`src/rtl/alu_uart_if_pkg.sv`:
```
// alu_uart_if_pkg -- shared FSM states, ALU op codes and framing helper for the ALU/UART bridge.
// Rev 1.0
`default_nettype none

package alu_uart_if_pkg;

  typedef enum logic [2:0] {
    WAIT_A   = 3'd0,
    WAIT_B   = 3'd1,
    WAIT_OP  = 3'd2,
    EXEC     = 3'd3,
    SEND_RES = 3'd4,
    WAIT_RES = 3'd5,
    SEND_FLG = 3'd6,
    WAIT_FLG = 3'd7
  } state_t;

  localparam logic [5:0] OP_ADD = 6'b100000;
  localparam logic [5:0] OP_SUB = 6'b100010;
  localparam logic [5:0] OP_AND = 6'b100100;
  localparam logic [5:0] OP_OR  = 6'b100101;
  localparam logic [5:0] OP_XOR = 6'b100110;
  localparam logic [5:0] OP_SRA = 6'b000011;
  localparam logic [5:0] OP_SRL = 6'b000010;
  localparam logic [5:0] OP_NOR = 6'b100111;

  // Second response byte: zero in bit 1, overflow in bit 0.
  function automatic logic [7:0] flag_byte(input logic zero, input logic overflow);
    return {6'b0, zero, overflow};
  endfunction

endpackage

`default_nettype wire

```
`src/rtl/alu_uart_if_if.sv`:
```
// alu_uart_if_if -- UART byte stream and ALU operand/result bundle seen by the bridge.
// Rev 1.0
`default_nettype none

interface alu_uart_if_if #(
  parameter int N    = 8,
  parameter int NSel = 6
);

  logic [7:0]      i_rx_data;
  logic            i_rx_done;
  logic            i_tx_done;
  logic [N-1:0]    i_alu_result;
  logic            i_alu_overflow;
  logic            i_alu_zero;
  logic [N-1:0]    o_alu_A;
  logic [N-1:0]    o_alu_B;
  logic [NSel-1:0] o_alu_Op;
  logic [7:0]      o_tx_data;
  logic            o_tx_start;
  logic            o_busy;

  modport master (
    input  i_rx_data, i_rx_done, i_tx_done, i_alu_result, i_alu_overflow, i_alu_zero,
    output o_alu_A, o_alu_B, o_alu_Op, o_tx_data, o_tx_start, o_busy
  );

  modport slave (
    output i_rx_data, i_rx_done, i_tx_done, i_alu_result, i_alu_overflow, i_alu_zero,
    input  o_alu_A, o_alu_B, o_alu_Op, o_tx_data, o_tx_start, o_busy
  );

endinterface

`default_nettype wire

```
`src/rtl/alu_uart_if.sv`:
```
// alu_uart_if -- collects A, B, op bytes from the UART receiver, runs the ALU and returns result and flag bytes.
// Rev 1.0
`default_nettype none

module alu_uart_if
  import alu_uart_if_pkg::*;
#(
  parameter int N         = 8,
  parameter int NSel      = 6,
  parameter int EXEC_WAIT = 2
) (
  input  wire logic     i_clock,
  input  wire logic     i_reset,
  alu_uart_if_if.master bus
);

  localparam int CW = (EXEC_WAIT < 1) ? 1 : $clog2(EXEC_WAIT + 1);

  state_t          state, state_n;
  logic [CW-1:0]   cnt, cnt_n;
  logic [N-1:0]    alu_a, alu_a_n;
  logic [N-1:0]    alu_b, alu_b_n;
  logic [NSel-1:0] alu_op, alu_op_n;
  logic [N-1:0]    res_hold, res_hold_n;
  logic            ovf_hold, ovf_hold_n;
  logic            zero_hold, zero_hold_n;
  logic [7:0]      tx_data, tx_data_n;
  logic            tx_start, tx_start_n;
  logic            busy, busy_n;

  always_ff @(posedge i_clock) begin
    if (i_reset) begin
      state <= WAIT_A;
    end else begin
      state <= state_n;
    end
  end

  always_comb begin
    state_n     = state;
    cnt_n       = cnt;
    alu_a_n     = alu_a;
    alu_b_n     = alu_b;
    alu_op_n    = alu_op;
    res_hold_n  = res_hold;
    ovf_hold_n  = ovf_hold;
    zero_hold_n = zero_hold;
    tx_data_n   = tx_data;
    tx_start_n  = 1'b0;

    case (state)
      WAIT_A: begin
        if (bus.i_rx_done) begin
          alu_a_n = N'(bus.i_rx_data);
          state_n = WAIT_B;
        end
      end
      WAIT_B: begin
        if (bus.i_rx_done) begin
          alu_b_n = N'(bus.i_rx_data);
          state_n = WAIT_OP;
        end
      end
      WAIT_OP: begin
        if (bus.i_rx_done) begin
          alu_op_n = bus.i_rx_data[NSel-1:0];
          cnt_n    = '0;
          state_n  = EXEC;
        end
      end
      // Gives the ALU EXEC_WAIT cycles to settle on the new operands before sampling.
      EXEC: begin
        if (cnt == CW'(EXEC_WAIT)) begin
          res_hold_n  = bus.i_alu_result;
          ovf_hold_n  = bus.i_alu_overflow;
          zero_hold_n = bus.i_alu_zero;
          state_n     = SEND_RES;
        end else begin
          cnt_n = cnt + CW'(1);
        end
      end
      SEND_RES: begin
        tx_data_n  = res_hold[7:0];
        tx_start_n = 1'b1;
        state_n    = WAIT_RES;
      end
      WAIT_RES: begin
        if (bus.i_tx_done) begin
          state_n = SEND_FLG;
        end
      end
      SEND_FLG: begin
        tx_data_n  = flag_byte(zero_hold, ovf_hold);
        tx_start_n = 1'b1;
        state_n    = WAIT_FLG;
      end
      WAIT_FLG: begin
        if (bus.i_tx_done) begin
          state_n = WAIT_A;
        end
      end
      default: begin
        state_n = WAIT_A;
      end
    endcase

    // Busy is registered from the next state so it lines up with the state register.
    busy_n = (state_n != WAIT_A);
  end

  always_ff @(posedge i_clock) begin
    if (i_reset) begin
      cnt       <= '0;
      alu_a     <= '0;
      alu_b     <= '0;
      alu_op    <= '0;
      res_hold  <= '0;
      ovf_hold  <= 1'b0;
      zero_hold <= 1'b0;
      tx_data   <= '0;
      tx_start  <= 1'b0;
      busy      <= 1'b0;
    end else begin
      cnt       <= cnt_n;
      alu_a     <= alu_a_n;
      alu_b     <= alu_b_n;
      alu_op    <= alu_op_n;
      res_hold  <= res_hold_n;
      ovf_hold  <= ovf_hold_n;
      zero_hold <= zero_hold_n;
      tx_data   <= tx_data_n;
      tx_start  <= tx_start_n;
      busy      <= busy_n;
    end
  end

  assign bus.o_alu_A    = alu_a;
  assign bus.o_alu_B    = alu_b;
  assign bus.o_alu_Op   = alu_op;
  assign bus.o_tx_data  = tx_data;
  assign bus.o_tx_start = tx_start;
  assign bus.o_busy     = busy;

endmodule

`default_nettype wire

```
`src/flat_wrapper.sv`:
```
// flat-port wrapper written by rule: the top's interface ports become plain ports
module alu_uart_if_flat import alu_uart_if_pkg::*;
#(
  parameter int N         = 8,
  parameter int NSel      = 6,
  parameter int EXEC_WAIT = 2
)
  (i_clock, i_reset, bus_i_rx_data, bus_i_rx_done, bus_i_tx_done, bus_i_alu_result, bus_i_alu_overflow, bus_i_alu_zero, bus_o_alu_A, bus_o_alu_B, bus_o_alu_Op, bus_o_tx_data, bus_o_tx_start, bus_o_busy);
  alu_uart_if_if #(.N(N), .NSel(NSel)) bus_i ();
  input  wire logic i_clock;
  input  wire logic i_reset;
  input wire logic [$bits(bus_i.i_rx_data)-1:0] bus_i_rx_data;
  input wire logic [$bits(bus_i.i_rx_done)-1:0] bus_i_rx_done;
  input wire logic [$bits(bus_i.i_tx_done)-1:0] bus_i_tx_done;
  input wire logic [$bits(bus_i.i_alu_result)-1:0] bus_i_alu_result;
  input wire logic [$bits(bus_i.i_alu_overflow)-1:0] bus_i_alu_overflow;
  input wire logic [$bits(bus_i.i_alu_zero)-1:0] bus_i_alu_zero;
  output wire logic [$bits(bus_i.o_alu_A)-1:0] bus_o_alu_A;
  output wire logic [$bits(bus_i.o_alu_B)-1:0] bus_o_alu_B;
  output wire logic [$bits(bus_i.o_alu_Op)-1:0] bus_o_alu_Op;
  output wire logic [$bits(bus_i.o_tx_data)-1:0] bus_o_tx_data;
  output wire logic [$bits(bus_i.o_tx_start)-1:0] bus_o_tx_start;
  output wire logic [$bits(bus_i.o_busy)-1:0] bus_o_busy;
  assign bus_i.i_rx_data = bus_i_rx_data;
  assign bus_i.i_rx_done = bus_i_rx_done;
  assign bus_i.i_tx_done = bus_i_tx_done;
  assign bus_i.i_alu_result = bus_i_alu_result;
  assign bus_i.i_alu_overflow = bus_i_alu_overflow;
  assign bus_i.i_alu_zero = bus_i_alu_zero;
  assign bus_o_alu_A = bus_i.o_alu_A;
  assign bus_o_alu_B = bus_i.o_alu_B;
  assign bus_o_alu_Op = bus_i.o_alu_Op;
  assign bus_o_tx_data = bus_i.o_tx_data;
  assign bus_o_tx_start = bus_i.o_tx_start;
  assign bus_o_busy = bus_i.o_busy;
  alu_uart_if #(.N(N), .NSel(NSel), .EXEC_WAIT(EXEC_WAIT)) u_core (.i_clock(i_clock), .i_reset(i_reset), .bus(bus_i));
endmodule
```
`config.mk`:
```
export PLATFORM = sky130hd
export DESIGN_NAME = alu_uart_if_flat
export DESIGN_NICKNAME = d
export VERILOG_FILES = /design/src/rtl/alu_uart_if_pkg.sv /design/src/rtl/alu_uart_if_if.sv /design/src/rtl/alu_uart_if.sv /design/src/flat_wrapper.sv
export SDC_FILE = /design/constraint.sdc
export NUM_CORES = 1
export LEC_CHECK = 0
export BUFFER_PORTS_ARGS = -buffer_cell sky130_fd_sc_hd__buf_2
export CORE_MARGIN = 5
export CORE_UTILIZATION = 45
export DETAILED_ROUTE_END_ITERATION = 16
export PLACE_DENSITY = 0.74
export RECOVER_POWER = 25
export SETUP_SLACK_MARGIN = 0.15
export SLEW_MARGIN = 20
export SYNTH_ARGS = -nofsm -noshare
export SYNTH_HDL_FRONTEND = slang
export SYNTH_SLANG_ARGS = --single-unit
```
`constraint.sdc`:
```
create_clock -name i_clock -period 1.2 [get_ports i_clock]
set_input_delay 0.12 -clock i_clock [delete_from_list [all_inputs] [get_ports i_clock]]
set_output_delay 0.12 -clock i_clock [all_outputs]
set_load 0.02 [all_outputs]
```
==> summary.md <==
Finish
• **post-synthesis to final-layout area growth** 47.6%
• **Antenna diodes** 0
• **number of nets in the layout** 296
• **fraction of final layout cells with drive strength greater than 1** 0.493
• **post-layout utilization of the core** 0.682
• **combined area of the multi-input logic cells** 1030 µm²
• **sequential standard cell area** 948 µm²
• **fillcell total** 304

Logic synthesis
• **sequential-to-total area share from yosys stat** 0.513
• **Synth top cells by count** sky130_fd_sc_hd__dfxtp_1, sky130_fd_sc_hd__nand2_1, sky130_fd_sc_hd__a21oi_1
• **Post-Syn Instances** 202
• **ys async rst share** 0
• **yosys synthesis warning count** 0
• **count of cell types in the netlist** 28
• **leading cell types by total area after synthesis** sky130_fd_sc_hd__dfxtp_1, sky130_fd_sc_hd__nand2_1, sky130_fd_sc_hd__mux2i_1, sky130_fd_sc_hd__a21oi_1, sky130_fd_sc_hd__nor2_1
• **area share of the largest cell type after synthesis** 0.513
• **count of flip-flops with a built-in enable after synthesis** 0
• **most frequently used cell type in the post-synthesis netlist** sky130_fd_sc_hd__dfxtp_1
• **syn_nets** 225
• **Mapped Area** 1840 µm²
• **flip-flop and latch count after synthesis** 47
• **Main synth FF type** sky130_fd_sc_hd__dfxtp_1
• **Yosys top cell by area** sky130_fd_sc_hd__dfxtp_1
• **post-synthesis average cell area** 9.09 µm²

Setup path
• **crit start category** flop
• **Critical Path Start** u_core.state[2]$_SDFF_PP0_
• **capture point of the worst path** u_core.res_hold[4]$_SDFFE_PP0P_
• **reg-to-reg critical path startpoint** u_core.state[2]$_SDFF_PP0_
• **Crit path required time** 1430 ps
• **largest driver fanout on the critical path** 7
• **Reg2Reg Capture Point** u_core.res_hold[4]$_SDFFE_PP0P_
• **element type at the critical path end** flop
• **category of the most critical setup path** reg -> reg
• **data arrival at the endpoint of the critical path** 1570 ps
• **register-to-register path setup slack** -140 ps
• **length in cells of the worst reg-to-reg path** 6

Clocking
• **insertion delay to the later sink of the worst-skew pair** 300 ps
• **number of buffers created by CTS** 5
• **hold buffer count at CTS** 0
• **clk root buf** sky130_fd_sc_hd__clkbuf_8
• **number of sinks handled by clock tree synthesis** 47
• **clock tree buffer depth** 2
• **clock tree from TritonCTS** yes
• **H-Tree Level Count** 2
• **Clock transition at path regs** 90 ps

Drt
• **count of routing violations after the opening detailed-route iteration** 132
• **via count of the routed design** 1711
• **number of detailed-route iterations in the first pass** 4
• **Residual DRC** 0
• **drt wl/cell** 15.3 µm
• **mean number of vias per cell** 5.28
• **wire length reported by the detailed router** 4.96 mm
• **post-detailed-route count of antenna-violating nets** 0

Timing
• **Hold Violations, Final** 0
• **share of the cycle needed by the critical path after routing** 1.11
• **post-route worst setup slack** -136 ps
• **slew margin rel.** 0.796
• **worst hold slack after final layout** 51.5 ps
• **maximum clock frequency** 749 MHz
• **slew at the pin closest to its max-slew limit** 306 ps
• **min cycle time layout** 1340 ps
• **worst clock skew** 7.68 ps
• **unrepaired setup endpoints after global routing** yes
• **number of setup violations in the final report** 39
• **final-report max-slew violation count** 0

Power
• **cell leakage power** 1.13 nW
• **power density relative to cell area** 1250 nW/µm²
• **worst ir drop on vdd** 0.825 mV

Floorplan
• **total core area** 3970 µm²
• **number of ports placed on the die boundary** 54
• **initial core utilization** 0.462
• **width of the die** 73.9 µm
• **die outline height** 73.9 µm
• **Die Outline Area** 5460 µm²
• **standard-cell rows** 23

Outcome
• **violations in the final reports** negative setup slack
• **result of the run** finished with violations

Global routing
• **maximum number of pins on one net before global-route repair** 38
• **number of global-route vias before repair** 1603
• **number of antenna violations at the first check in global routing** 0
• **global route overflow** 0
• **first-pass GRT wire length** 7.51 mm
• **global routing usage summed across all routing layers** 0.179

Placement
• **worst slack at placement** -94.5 ps
• **placer congestion estimate** 0.767
• **DPL Wire Length** 2.92 mm
• **number of buffers inserted by port buffering** 53

Run
• **max-capacitance violation count** 0

Min path
• **class of the worst hold path** in -> reg

metrics by stage:
stage	setup TNS, ps	cells	power (mW)	instance area (µm²)
3_3_place_gp	-1070	309	1.99	2280
2_1_floorplan	-274	202	1.86	1870
6_report	-2690	324	3.39	2710
5_1_grt	-4720	324	3.55	2710
4_1_cts	-1450	323	3.37	2560
3_5_place_dp	-1450	309	2.00	2280
per-layer routing:
metal	part of all wire	GRT usage	wire, µm
met1	0.43	0.229	2140
met2	0.51	0.293	2520
met3	0.045	0.0506	223
met4	0.016	0.0523	78
met5	0	0	0
critical path: stages, from the launching register on:
cell and delay, ps:
sky130_fd_sc_hd__dfxtp_2 340, sky130_fd_sc_hd__buf_4 130, sky130_fd_sc_hd__buf_6 130, sky130_fd_sc_hd__and4b_2 340
sky130_fd_sc_hd__buf_12 150, sky130_fd_sc_hd__nand2_4 50, sky130_fd_sc_hd__a21oi_2 120
layout make-up:
class,count,share of cell area
Clock buffer,5,0.0254
Clock inverter,3,0.0249
Inverter,1,0.00139
Multi-Input combinational cell,140,0.380
Sequential cell,47,0.350
Tap cell,50,0.0231
Timing Repair Buffer,78,0.196
worst min path at each step:
stage | from | to | cells after the start
2_1_floorplan | bus_i_alu_overflow | u_core.ovf_hold$_SDFFE_PP0P_ | 2
3_3_place_gp | bus_i_alu_result[7] | u_core.res_hold[7]$_SDFFE_PP0P_ | 3
3_5_place_dp | bus_i_alu_result[3] | u_core.res_hold[3]$_SDFFE_PP0P_ | 3
4_1_cts | bus_i_alu_zero | u_core.zero_hold$_SDFFE_PP0P_ | 3
5_1_grt | bus_i_alu_overflow | u_core.ovf_hold$_SDFFE_PP0P_ | 3
6_report | bus_i_alu_result[1] | u_core.res_hold[1]$_SDFFE_PP0P_ | 3
registers in the layout, summed over array words and instances (netlist names):
signal                 count
u_core.bus.o_tx_data       8
u_core.bus.o_busy          1
u_core.bus.o_alu_A         8
u_core.zero_hold           1
u_core.bus.o_alu_B         8
u_core.bus.o_alu_Op        6
u_core.bus.o_tx_start      1
u_core.cnt                 2
u_core.state               3
u_core.ovf_hold            1
u_core.res_hold            8
placed cells by master (no fill, tap or decap), drive strengths merged:
cell / Yosys / routed
a211o: 1 / 1
a211oi: 3 / 3
a21oi: 29 / 29
a311o: 1 / 1
a41o: 1 / 1
and4b: 1 / 1
and4bb: 1 / 1
buf: 8 / 68
bufinv: 0 / 2
clkbuf: 6 / 15
clkinvlp: 0 / 1
dfxtp: 47 / 47
ha: 1 / 1
inv: 1 / 1
mux2: 1 / 1
mux2i: 16 / 16
nand2: 44 / 44
nand2b: 2 / 2
nand3: 3 / 3
nand3b: 6 / 6
nand4b: 1 / 1
nand4bb: 2 / 2
nor2: 22 / 22
nor2b: 1 / 1
nor4b: 1 / 1
o211ai: 1 / 1
or2: 1 / 1
or4b: 1 / 1
power breakdown:
| group | internal (mW) | leakage [nW] | switching, mW | total, mW |
|---|---|---|---|---|
| registers | 1.60 | 0.383 | 0.0314 | 1.63 |
| clock network | 0.830 | 0.0644 | 0.520 | 1.35 |
| logic | 0.179 | 0.683 | 0.231 | 0.410 |
| total | 2.61 | 1.13 | 0.783 | 3.39 |
what timing repair did:
| action | CTS | global route |
|---|---|---|
| buffers inserted | 5 | 0 |
| pin swaps | 28 | 23 |
| gates resized for setup | 27 | 40 |
| endpoints found under the hold margin | 0 | 0 |
| setup endpoints to repair | 46 | 47 |
| cloned | 1 | 1 |
logic make-up after synthesis:
logic type	count (synthesis)	share of synthesized area
compound gates	36	0.113
fa+ha+maj	1	0.00682
buf+inv	15	0.0429
flops	47	0.513
simple gates	86	0.229
mux	17	0.0954
Power figures use the tool's default switching activity.
